`config.mk`:
```
export PLATFORM = sky130hd
export DESIGN_NAME = design_1_seq_mul
export DESIGN_NICKNAME = d
export VERILOG_FILES = /design/src/rtl/design_1_seq_mul.sv
export SDC_FILE = /design/constraint.sdc
export NUM_CORES = 1
export LEC_CHECK = 0
export BUFFER_PORTS_ARGS = -buffer_cell sky130_fd_sc_hd__buf_2
export CORE_ASPECT_RATIO = 1.1
export CORE_MARGIN = 2
export CORE_UTILIZATION = 53
export DETAILED_ROUTE_END_ITERATION = 10
export PLACE_DENSITY = 0.88
export SLEW_MARGIN = 20
export SYNTH_ARGS = -nofsm -noshare
export SYNTH_HDL_FRONTEND = slang
export SYNTH_SLANG_ARGS = --single-unit
```
`constraint.sdc`:
```
create_clock -name clk -period 2.3 [get_ports clk]
set_input_delay 0.345 -clock clk [delete_from_list [all_inputs] [get_ports clk]]
set_output_delay 0.345 -clock clk [all_outputs]
set_load 0.02 [all_outputs]
```
`src/rtl/design_1_seq_mul.sv`:
```
// Multi-cycle shift-add multiplier: one partial product per clock, valid/ready on both sides.
// Optional running accumulation of products when SEQ_MUL_ACCUM_EN is defined (adds port acc_en).
module design_1_seq_mul #(
  parameter  int DataWidth = 16,
  localparam int CntWidth  = $clog2(DataWidth) + 1
) (
  input  logic                   clk,
  input  logic                   rst,
  input  logic                   in_valid,
  output logic                   in_ready,
  input  logic [DataWidth-1:0]   a,
  input  logic [DataWidth-1:0]   b,
  input  logic                   signed_mode,
`ifdef SEQ_MUL_ACCUM_EN
  input  logic                   acc_en,
`endif
  output logic                   out_valid,
  input  logic                   out_ready,
  output logic [2*DataWidth-1:0] p
);

  // state | meaning
  // IDLE  | waiting for operands, in_ready high
  // BUSY  | one partial product per cycle, then one cycle to finalise p
  // DONE  | product held on p until out_ready
  typedef enum logic [1:0] {IDLE, BUSY, DONE} state_t;

  state_t                 state;
  logic [DataWidth-1:0]   mcand;
  logic [DataWidth-1:0]   mplier;
  logic [2*DataWidth-1:0] accum;
  logic [CntWidth-1:0]    cnt;
  logic                   negQ;

  logic [DataWidth-1:0]   magA;
  logic [DataWidth-1:0]   magB;
  logic [DataWidth:0]     sum;
  logic [2*DataWidth-1:0] product;
  logic [2*DataWidth-1:0] finalVal;

`ifdef SEQ_MUL_ACCUM_EN
  logic                   accEnQ;
  logic [2*DataWidth-1:0] accReg;
`endif

  // -2^(DataWidth-1) negates to itself, which is the correct unsigned magnitude
  always_comb begin
    magA = (signed_mode && a[DataWidth-1]) ? (~a + DataWidth'(1)) : a;
    magB = (signed_mode && b[DataWidth-1]) ? (~b + DataWidth'(1)) : b;
    sum  = {1'b0, accum[2*DataWidth-1:DataWidth]}
         + (mplier[0] ? {1'b0, mcand} : {(DataWidth+1){1'b0}});
    product = negQ ? (~accum + (2*DataWidth)'(1)) : accum;
`ifdef SEQ_MUL_ACCUM_EN
    finalVal = accEnQ ? (accReg + product) : product;
`else
    finalVal = product;
`endif
  end

  always_ff @(posedge clk) begin
    if (rst) begin
      state     <= IDLE;
      in_ready  <= 1'b1;
      out_valid <= 1'b0;
      p         <= '0;
      mcand     <= '0;
      mplier    <= '0;
      accum     <= '0;
      cnt       <= '0;
      negQ      <= 1'b0;
`ifdef SEQ_MUL_ACCUM_EN
      accEnQ    <= 1'b0;
      accReg    <= '0;
`endif
    end else begin
      case (state)
        IDLE: begin
          if (in_valid && in_ready) begin
            mcand    <= magA;
            mplier   <= magB;
            negQ     <= signed_mode & (a[DataWidth-1] ^ b[DataWidth-1]);
            accum    <= '0;
            cnt      <= '0;
            in_ready <= 1'b0;
            state    <= BUSY;
`ifdef SEQ_MUL_ACCUM_EN
            accEnQ   <= acc_en;
`endif
          end
        end
        BUSY: begin
          if (cnt == CntWidth'(DataWidth)) begin
            p         <= finalVal;
            out_valid <= 1'b1;
            state     <= DONE;
`ifdef SEQ_MUL_ACCUM_EN
            accReg    <= finalVal;
`endif
          end else begin
            accum  <= {sum, accum[DataWidth-1:1]};
            mplier <= mplier >> 1;
            cnt    <= cnt + CntWidth'(1);
          end
        end
        DONE: begin
          if (out_ready) begin
            out_valid <= 1'b0;
            in_ready  <= 1'b1;
            state     <= IDLE;
          end
        end
        default: begin
          state    <= IDLE;
          in_ready <= 1'b1;
        end
      endcase
    end
  end

endmodule
```
==> results of run 1 <==
[worst min-delay path: stages]
cell     delay, ns
buf_2         0.12
nand2_1       0.06
a21oi_1       0.05
[cells by family (layout without fill, tap and decap cells)]
group | count (synthesis) | after routing | share of synthesized area
xor gates and xnor gates | 62 | 62 | 0.0921
muxes | 5 | 5 | 0.00849
buffers and inverters | 61 | 162 | 0.0392
AOI/OAI and AO/OA | 209 | 209 | 0.237
adders and majority gates | 22 | 22 | 0.0479
DFF | 106 | 106 | 0.360
and+or+nand+nor | 260 | 260 | 0.216
[power groups by stage]
stage | logic, mW | clock network (mW) | registers [mW]
2_1_floorplan | 0.366 | 0 | 1.97
3_3_place_gp | 0.525 | 0 | 1.98
3_5_place_dp | 0.539 | 0 | 1.98
4_1_cts | 0.551 | 1.55 | 1.94
5_1_grt | 0.630 | 1.62 | 1.95
6_report | 0.568 | 1.55 | 1.94
[layout make-up]
| class | count | area [sq um] | share of cell area |
|---|---|---|---|
| clock buffer | 10 | 239 | 0.0332 |
| clock inverter | 5 | 55.1 | 0.00764 |
| inverter | 17 | 63.8 | 0.00886 |
| multi-input combinational | 558 | 3700 | 0.513 |
| sequential | 106 | 2130 | 0.296 |
| tap | 147 | 184 | 0.0255 |
| timing repair buffer | 130 | 833 | 0.116 |
[sequential cells by signal (all words and copies together), names as in the netlist]
register   count
mcand         16
cnt            5
out_valid      1
mplier        16
state          2
in_ready       1
accum         32
negQ           1
p             32
[final timing paths]
check            start        end  cells past startpoint  slack [ns]
max          mplier[0]  accum[30]                      9       0.007
min               a[0]   mcand[0]                      3        0.28
max reg2reg  mplier[0]  accum[30]                      9       0.007
min reg2reg  mcand[15]  mcand[15]                      2        0.45
[what timing repair did]
action                     in CTS  in global routing
setup buffers                   4                  0
resized for setup              10                 26
pin swaps                       8                 16
cloned                          0                  0
setup endpoints to repair       8                 26
[cell usage in the layout (no fill, tap or decap), types with 7 or more instances in the layout]
master,n
o41ai_1,7
xnor2_1,18
inv_1,16
nand3_1,12
a211oi_1,43
nand2b_1,8
ha_1,19
clkbuf_16,9
buf_4,56
buf_2,70
o31ai_1,9
dfxtp_1,102
nor3_1,13
a22o_1,16
nand2_1,59
a31oi_1,8
o21ai_0,29
or4_1,9
and2_1,16
nor2_1,90
xor2_1,44
a21oi_1,49
[metal layers]
metal | up-vias | track usage
met1 | 2571 | 0.302
li1 | 2826 | -
met2 | 212 | 0.440
met3 | 41 | 0.0415
met5 | - | 0
met4 | 0 | 0.0862
[stage by stage]
stage	instances	hold slack [ns]	power (mW)	TNS [ns]	cell area (sq um)
floorplan	725	0.426	2.34	-0.349	5920
global placement	954	0.437	2.50	-0.0534	6730
detailed placement	954	0.443	2.52	-0.197	6730
CTS	973	0.276	4.05	-0.0539	7090
global route	973	0.295	4.20	-0.479	7200
finish	973	0.281	4.06	0	7200
==> flow_summary.toml, run 1 <==
[timing]
setup_violations = 0
period_share = 0.997
slew_violations = 0
worst_slack_ns = 0.00689
fmax_ghz = 0.436
timing.slew.headroom = 0.524
tightest_slew_ns = 0.715
rsz0062_at_grt = "true"
period_minus_slack_ns = 2.29
final_hold_viol_count = 0
fin_skew_ns = 0.00845

[logic_synthesis]
synth_area_leaders = "dfxtp_1 (36%), xor2_1 (6.5%), nor2_1 (5.8%)"
synthesis.area_sq_um = 5900
synth_area_leader_cell = "dfxtp_1"
ys_types = 55
ys_async_sr_fraction = 0
synth_edf_count = 0
synth_top_area_frac = 0.360
synth_ff_type = "dfxtp_1"
synth_cells = 725
ys_seq_area_frac = 0.360
syn_nets = 784
avgSynthCellArea_sq_um = 8.14
synthTopCellsByCount = "dfxtp_1 (106), nor2_1 (91), nand2_1 (59)"
ys_warn_count = 0
ys_seq_elements = 106
yosysMostFrequentCell = "dfxtp_1"

[worst_setup_path]
cp.arrival_ns = 2.52
cp_slowest_cell = "dfxtp_4"
cp_max_fo = 6
path_buf_inv = 1
path_cells = "and2_1 > ha_1 > a21o_1 > o21bai_2 > o31ai_1 > buf_4 > o31ai_1 > xnor2_1 > o21ai_0"
critPathMaxStageDelay_ns = 0.36
cp-start-kind = "register"
critPathCaptureType = "register"
worstPathRequired_ns = 2.53
crit_type = "reg2reg"
path_common_cell = "o31ai_1"
critical_path.top_delay_family = "compound AO/OA/AOI/OAI gates"

[power]
swShare = 0.263
power_frac_seq = 0.479
irDropWorstVdd_mv = 0.410
clkPwrFrac = 0.381
p_leak_nw = 2.98
p_sw_mw = 1.07
p_comb_frac = 0.140
power.density_nw_per_um2 = 563
p_int_mw = 2.99

[detailed_routing]
drc_errors = 0
viasPerCell = 5.81
wl_per_cell_um = 15.6
drtPass1Iterations = 5
via_count = 5650
routed-wl-met2_um = 7490
met3_length_um = 917
drt.antenna.violating_nets = 0
wirelength_um = 15100
wl_met1_um = 6360
routed.top_layer = "met4"
drt_iter0_markers = 364

[global_routing]
grt_pass1_vias = 5227
grt_pass1_wl_um = 24300
grt_start_max_net_pins = 72
antenna_found_initial = 0
gr-usage-all-layers = 0.247
grt_overflow = 0

[clock_tree]
cts_tree = "done"
cts_buffer_depth = 2
h-tree-depth = 3
root_buffer = "clkbuf_16"
numCtsBuffers = 9
cts_hold_buffers = 0
clk_latency_ns = 0.35
cts_sinks = 106
clk_pin_slew_ns = 0.07

[cells_and_area]
utilization = 0.660
num-fill-cells = 903
final_nets = 881
drive_gt1_frac = 0.226
synthToLayoutAreaGrowth_pct = 22.1
antenna_cells = 0

[worst_hold_path]
min_path_type = "in2reg"

[floorplan]
die_h_um = 115
die_x_um = 105
start_util = 0.541
io-pin-count = 71
dieArea_sq_um = 12000
rows = 40
core-area_sq_um = 10900

[placed_design]
dpl_worst_slack_ns = -0.0776
place_hpwl_um = 10500
gp_congestion = 0.923
io_buffer_count = 70

[run]
drv_cap = 0

[status]
outcome = "finished, final reports clean"
(Power assumes the default switching activity.)
==> inputs of run 2 (changes only) <==
- CELL_PAD_IN_SITES_DETAIL_PLACEMENT: default -> 1
- CELL_PAD_IN_SITES_GLOBAL_PLACEMENT: default -> 1
- CORE_UTILIZATION: 53 -> 40
- PLACE_DENSITY: 0.88 -> 0.8
- TNS_END_PERCENT: default -> 10
==> run 2 against run 1 <==
The flow now finishes with violations (setup timing). Via count up 2.5%. Sequential share of layout area shrank 0.78 points. Final cell count up 6.1%. Fmax decreased by 1.1%. First-iteration DRC count decreased by 1.1%. Combinational power increased by 6.7%. Register-to-register slack worse by 0.02 ns. Non-clock buffer count increased by 13. Critical path depth decreased by 2. Setup slack worse by 0.024 ns. Hold slack worse by 0.040 ns. Clock power grew 10%. Critical endpoint is now p[27].
==> flow_summary.toml, run 2 (synthesis gave the netlist of run 1 again) <==
[detailed_routing]
viasPerCell = 5.61
drt.antenna.violating_nets = 0
drtPass1Iterations = 5
drt_iter0_markers = 360
via_count = 5794
drc_errors = 0
wl_per_cell_um = 17.7
wirelength_um = 18300

[floorplan]
io-pin-count = 71
core-area_sq_um = 14400
rows = 46
die_x_um = 120
start_util = 0.408
die_h_um = 131
dieArea_sq_um = 15700

[timing]
timing.slew.headroom = 0.618
slew_violations = 0
tightest_slew_ns = 0.573
worst_slack_ns = -0.0175
fmax_ghz = 0.432
setup_violations = 3
fin_skew_ns = 0.00723
period_minus_slack_ns = 2.32
period_share = 1.01
rsz0062_at_grt = "true"
final_hold_viol_count = 0
whs_ns = 0.241

[cells_and_area]
final_nets = 894
instances_no_fill = 1032
synthToLayoutAreaGrowth_pct = 25.1
final_cell_mix = "dfxtp_1 (104), nor2_1 (90), buf_4 (73)"
drive_gt1_frac = 0.244
antenna_cells = 0
layout_commonest_cell = "dfxtp_1"
reg.largest.list = "accum x32, p x32"
fin_area_sq_um = 7380

[worst_hold_path]
hold_path_startpoint = "rst"
hold_path_depth = 2
whs_endpoint = "cnt[0]"
min_path_type = "in2reg"

[worst_setup_path]
r2r_cells = 7
rrSetupSlack_ns = -0.02
r2r-start = "accum[20]"
crit_type = "reg2reg"
cp-start-kind = "register"
worstPathRequired_ns = 2.54
cp_max_fo = 7
critPathCaptureType = "register"
r2r_end = "p[27]"
cp.arrival_ns = 2.55

[clock_tree]
post_cts_buffers = 0
clk_latency_ns = 0.36
cts_tree = "done"
clk_pin_slew_ns = 0.07
h-tree-depth = 3
cts_buffer_depth = 2
numCtsBuffers = 9
cts_sinks = 106
root_buffer = "clkbuf_16"

[power]
p_leak_nw = 3.03
irDropWorstVdd_mv = 0.409
power.density_nw_per_um2 = 578

[placed_design]
place_hpwl_um = 13800
gp_congestion = 0.831
dpl_worst_slack_ns = -0.132
io_buffer_count = 70
placed_cell_area_sq_um = 6880
dp.cells = 1016

[global_routing]
gr-usage-all-layers = 0.234
grt_pass1_wl_um = 29800
antenna_found_initial = 0
grt_pass1_vias = 6104
grt_start_max_net_pins = 57
grt_overflow = 0

[run]
drv_cap = 0

[status]
outcome = "complete, but fails checks"
failed_checks = "setup timing"
## run 2: changes by cell type in the layout (fill, tap and decap cells not counted), sizes merged
cell	before	now
clkinvlp	2	1
bufinv	1	2
clkinv	2	3
buf	130	143
## run 2: worst max path at each step
stage	from	endpoint	slack (ns)
floorplan	accum[17]	p[30]	-0.10
global placement	accum[11]	p[26]	-0.04
detailed placement	accum[11]	p[26]	-0.13
CTS	mplier[0]	accum[27]	-0.04
global route	accum[11]	p[20]	-0.10
finish	accum[20]	p[27]	-0.02
## run 2: report_power, final
group          leakage (nW)  internal [mW]  total [mW]  switching, mW
clock                 0.159          0.986        1.71          0.727
combinational          2.01          0.236       0.606          0.370
sequential            0.861           1.90        1.95         0.0453
## run 2: metal layers
layer  vias up  wire, um  global-route usage
li1       2840         -                   -
met1      2789      7690               0.265
met2       124      9590               0.432
met3        41       442              0.0252
met4         0       561               0.110
met5         -         0                   0
## run 2: final cells by class
| type | count | area (sq um) |
|---|---|---|
| inverter | 17 | 63.8 |
| tap | 192 | 240 |
| clock inverter | 6 | 90.1 |
| clock buffer | 10 | 239 |
| timing repair buffer | 143 | 898 |
| fill | 1743 | 7070 |
| sequential | 106 | 2120 |
| multi-input combinational | 558 | 3720 |
## run 2: stage by stage
stage	power [mW]	setup TNS [ns]	util
global placement	2.53	-0.0925	0.476
floorplan	2.34	-0.462	-
CTS	4.28	-0.0427	0.504
detailed placement	2.57	-0.826	0.476
global route	4.44	-0.953	0.511
finish	4.27	-0.0314	0.511
## run 2: what timing repair did
action | 4_1_cts | 5_1_grt
cloned | 0 | 0
gates resized for setup | 15 | 23
setup endpoints to repair | 17 | 22
pin swaps | 4 | 7
hold buffers | 0 | 0
## run 2: critical path, stage by stage, from the launching register on
cell and delay (ns):
dfxtp_1 0.31, or4_4 0.52, or3_4 0.34, buf_4 0.17, or2_2 0.34, nor4_4 0.17
mux2i_1 0.23, o22ai_1 0.11
==> inputs of run 3 (changes only) <==
- CORE_UTILIZATION: 40 -> 47
- PLACE_DENSITY: 0.8 -> 0.88
- clock period: 2.3 -> 3 ns (I/O delays scaled with it)
==> run 3 against run 2 <==
The run now ends clean. First-iteration DRC count decreased by 23%. Clock skew increased by 0.0020 ns. Critical path depth increased by 3. Non-clock buffer count decreased by 57. Combinational power decreased by 33%. Hold slack improved by 0.14 ns. Routed wire length decreased by 7.7%.
==> flow_summary.toml, run 3 (synthesis gave the netlist of run 1 again) <==
[clock_tree]
root_buffer = "clkbuf_16"
h-tree-depth = 3
numCtsBuffers = 9
clk_latency_ns = 0.36
cts_buffer_depth = 2
cts_tree = "done"
cts_hold_buffers = 0
cts_sinks = 106
post_cts_buffers = 0
cts_resized = 0
clk_pin_slew_ns = 0.08

[detailed_routing]
via_count = 5499
drtPass1Iterations = 4
wirelength_um = 16900
drc_errors = 0
wl_per_cell_um = 18.0
viasPerCell = 5.87
drt.antenna.violating_nets = 0
drt_iter0_markers = 279

[timing]
final_hold_viol_count = 0
tns_ns = 0
fin_skew_ns = 0.00926
period_share = 0.926
rsz0062_at_grt = "false"
fmax_ghz = 0.360
timing.slew.headroom = 0.348
slew_violations = 0
tightest_slew_ns = 0.973
setup_violations = 0
period_minus_slack_ns = 2.78

[global_routing]
grt_pass1_vias = 5730
grt_start_max_net_pins = 60
grt_overflow = 0
gr-usage-all-layers = 0.256
antenna_found_initial = 0
grt_pass1_wl_um = 28400

[cells_and_area]
reg.largest.list = "accum x32, p x32"
layout_commonest_cell = "dfxtp_1"
num-fill-cells = 1491
synthToLayoutAreaGrowth_pct = 14.3
final_nets = 837
antenna_cells = 0
drive_gt1_frac = 0.149
final_cell_mix = "dfxtp_1 (105), nor2_1 (91), buf_2 (70)"

[worst_setup_path]
cp.arrival_ns = 3.03
crit_type = "reg2reg"
r2r-start = "mplier[0]"
r2r_cells = 10
worstPathRequired_ns = 3.25
cp-start-kind = "register"
cp_max_fo = 17
crit_start = "mplier[0]"
critPathCaptureType = "register"
rrSetupSlack_ns = 0.22
r2r_end = "accum[27]"

[floorplan]
die_h_um = 121
start_util = 0.486
die_x_um = 111
rows = 42
dieArea_sq_um = 13500
io-pin-count = 71
core-area_sq_um = 12100

[power]
finalPower_mw = 3.23
power_frac_seq = 0.463
p_comb_frac = 0.126
p_sw_mw = 0.878
swShare = 0.272
power.density_nw_per_um2 = 479
clkPwrFrac = 0.410
irDropWorstVdd_mv = 0.355
p_int_mw = 2.35
p_leak_nw = 2.74

[worst_hold_path]
hold_path_depth = 3
whs_endpoint = "in_ready"
hold_path_startpoint = "out_ready"
min_path_type = "in2reg"

[run]
drv_cap = 0

[placed_design]
place_hpwl_um = 12300
io_buffer_count = 70
gp_congestion = 0.903

[status]
outcome = "finished, final reports clean"
## run 3: cell types whose count changed in the layout (fill, tap and decap cells not counted), sizes merged
cell      change
inv           +2
clkbuf        -1
clkinvlp      +1
clkinv        -2
buf          -57
## run 3: worst max-delay path by stage
stage	slack [ns]	endpoint
4_1_cts	0.13	accum[27]
3_5_place_dp	0.19	accum[27]
2_1_floorplan	0.49	accum[27]
6_report	0.22	accum[27]
3_3_place_gp	0.39	accum[27]
5_1_grt	0.07	accum[27]
## run 3: power groups by stage
stage	combinational (mW)	sequential, mW	clock (mW)
global placement	0.384	1.52	0
floorplan	0.278	1.51	0
detailed placement	0.405	1.53	0
global route	0.457	1.50	1.39
CTS	0.410	1.50	1.34
finish	0.409	1.50	1.33
## run 3: worst max-delay path, cell delays in order, from the launching register on
cell,delay [ns]
dfxtp_2,0.45
and2_1,0.18
ha_1,0.20
inv_1,0.07
fa_1,0.39
nor2b_1,0.25
o2111ai_1,0.20
a21oi_1,0.24
o311a_1,0.25
mux2i_1,0.10
a221o_1,0.33
## run 3: per-stage QoR
step	cells	util	instance area (sq um)	hold slack, ns	setup WS, ns
6_report	937	0.555	6740	0.378	0.222
5_1_grt	937	0.555	6740	0.399	0.0739
4_1_cts	937	0.555	6740	0.376	0.125
3_5_place_dp	921	0.528	6400	0.447	0.193
3_3_place_gp	921	0.528	6400	0.441	0.390
2_1_floorplan	725	-	5900	0.426	0.492
## run 3: area by class of cell
class	count	area (sq um)	area share
Inverter	17	63.8	0.00946
Clock buffer	9	225	0.0334
Sequential cell	106	2120	0.315
Tap cell	154	193	0.0286
Timing Repair Buffer	86	470	0.0698
Clock inverter	7	111	0.0165
Multi-Input combinational cell	558	3560	0.527
## run 3: layer usage
metal | wire [um] | track usage | vias to the layer above
met2 | 8310 | 0.457 | 119
met1 | 7530 | 0.313 | 2622
li1 | - | - | 2724
met3 | 587 | 0.0390 | 34
met4 | 447 | 0.0969 | 0
met5 | 0 | 0 | -
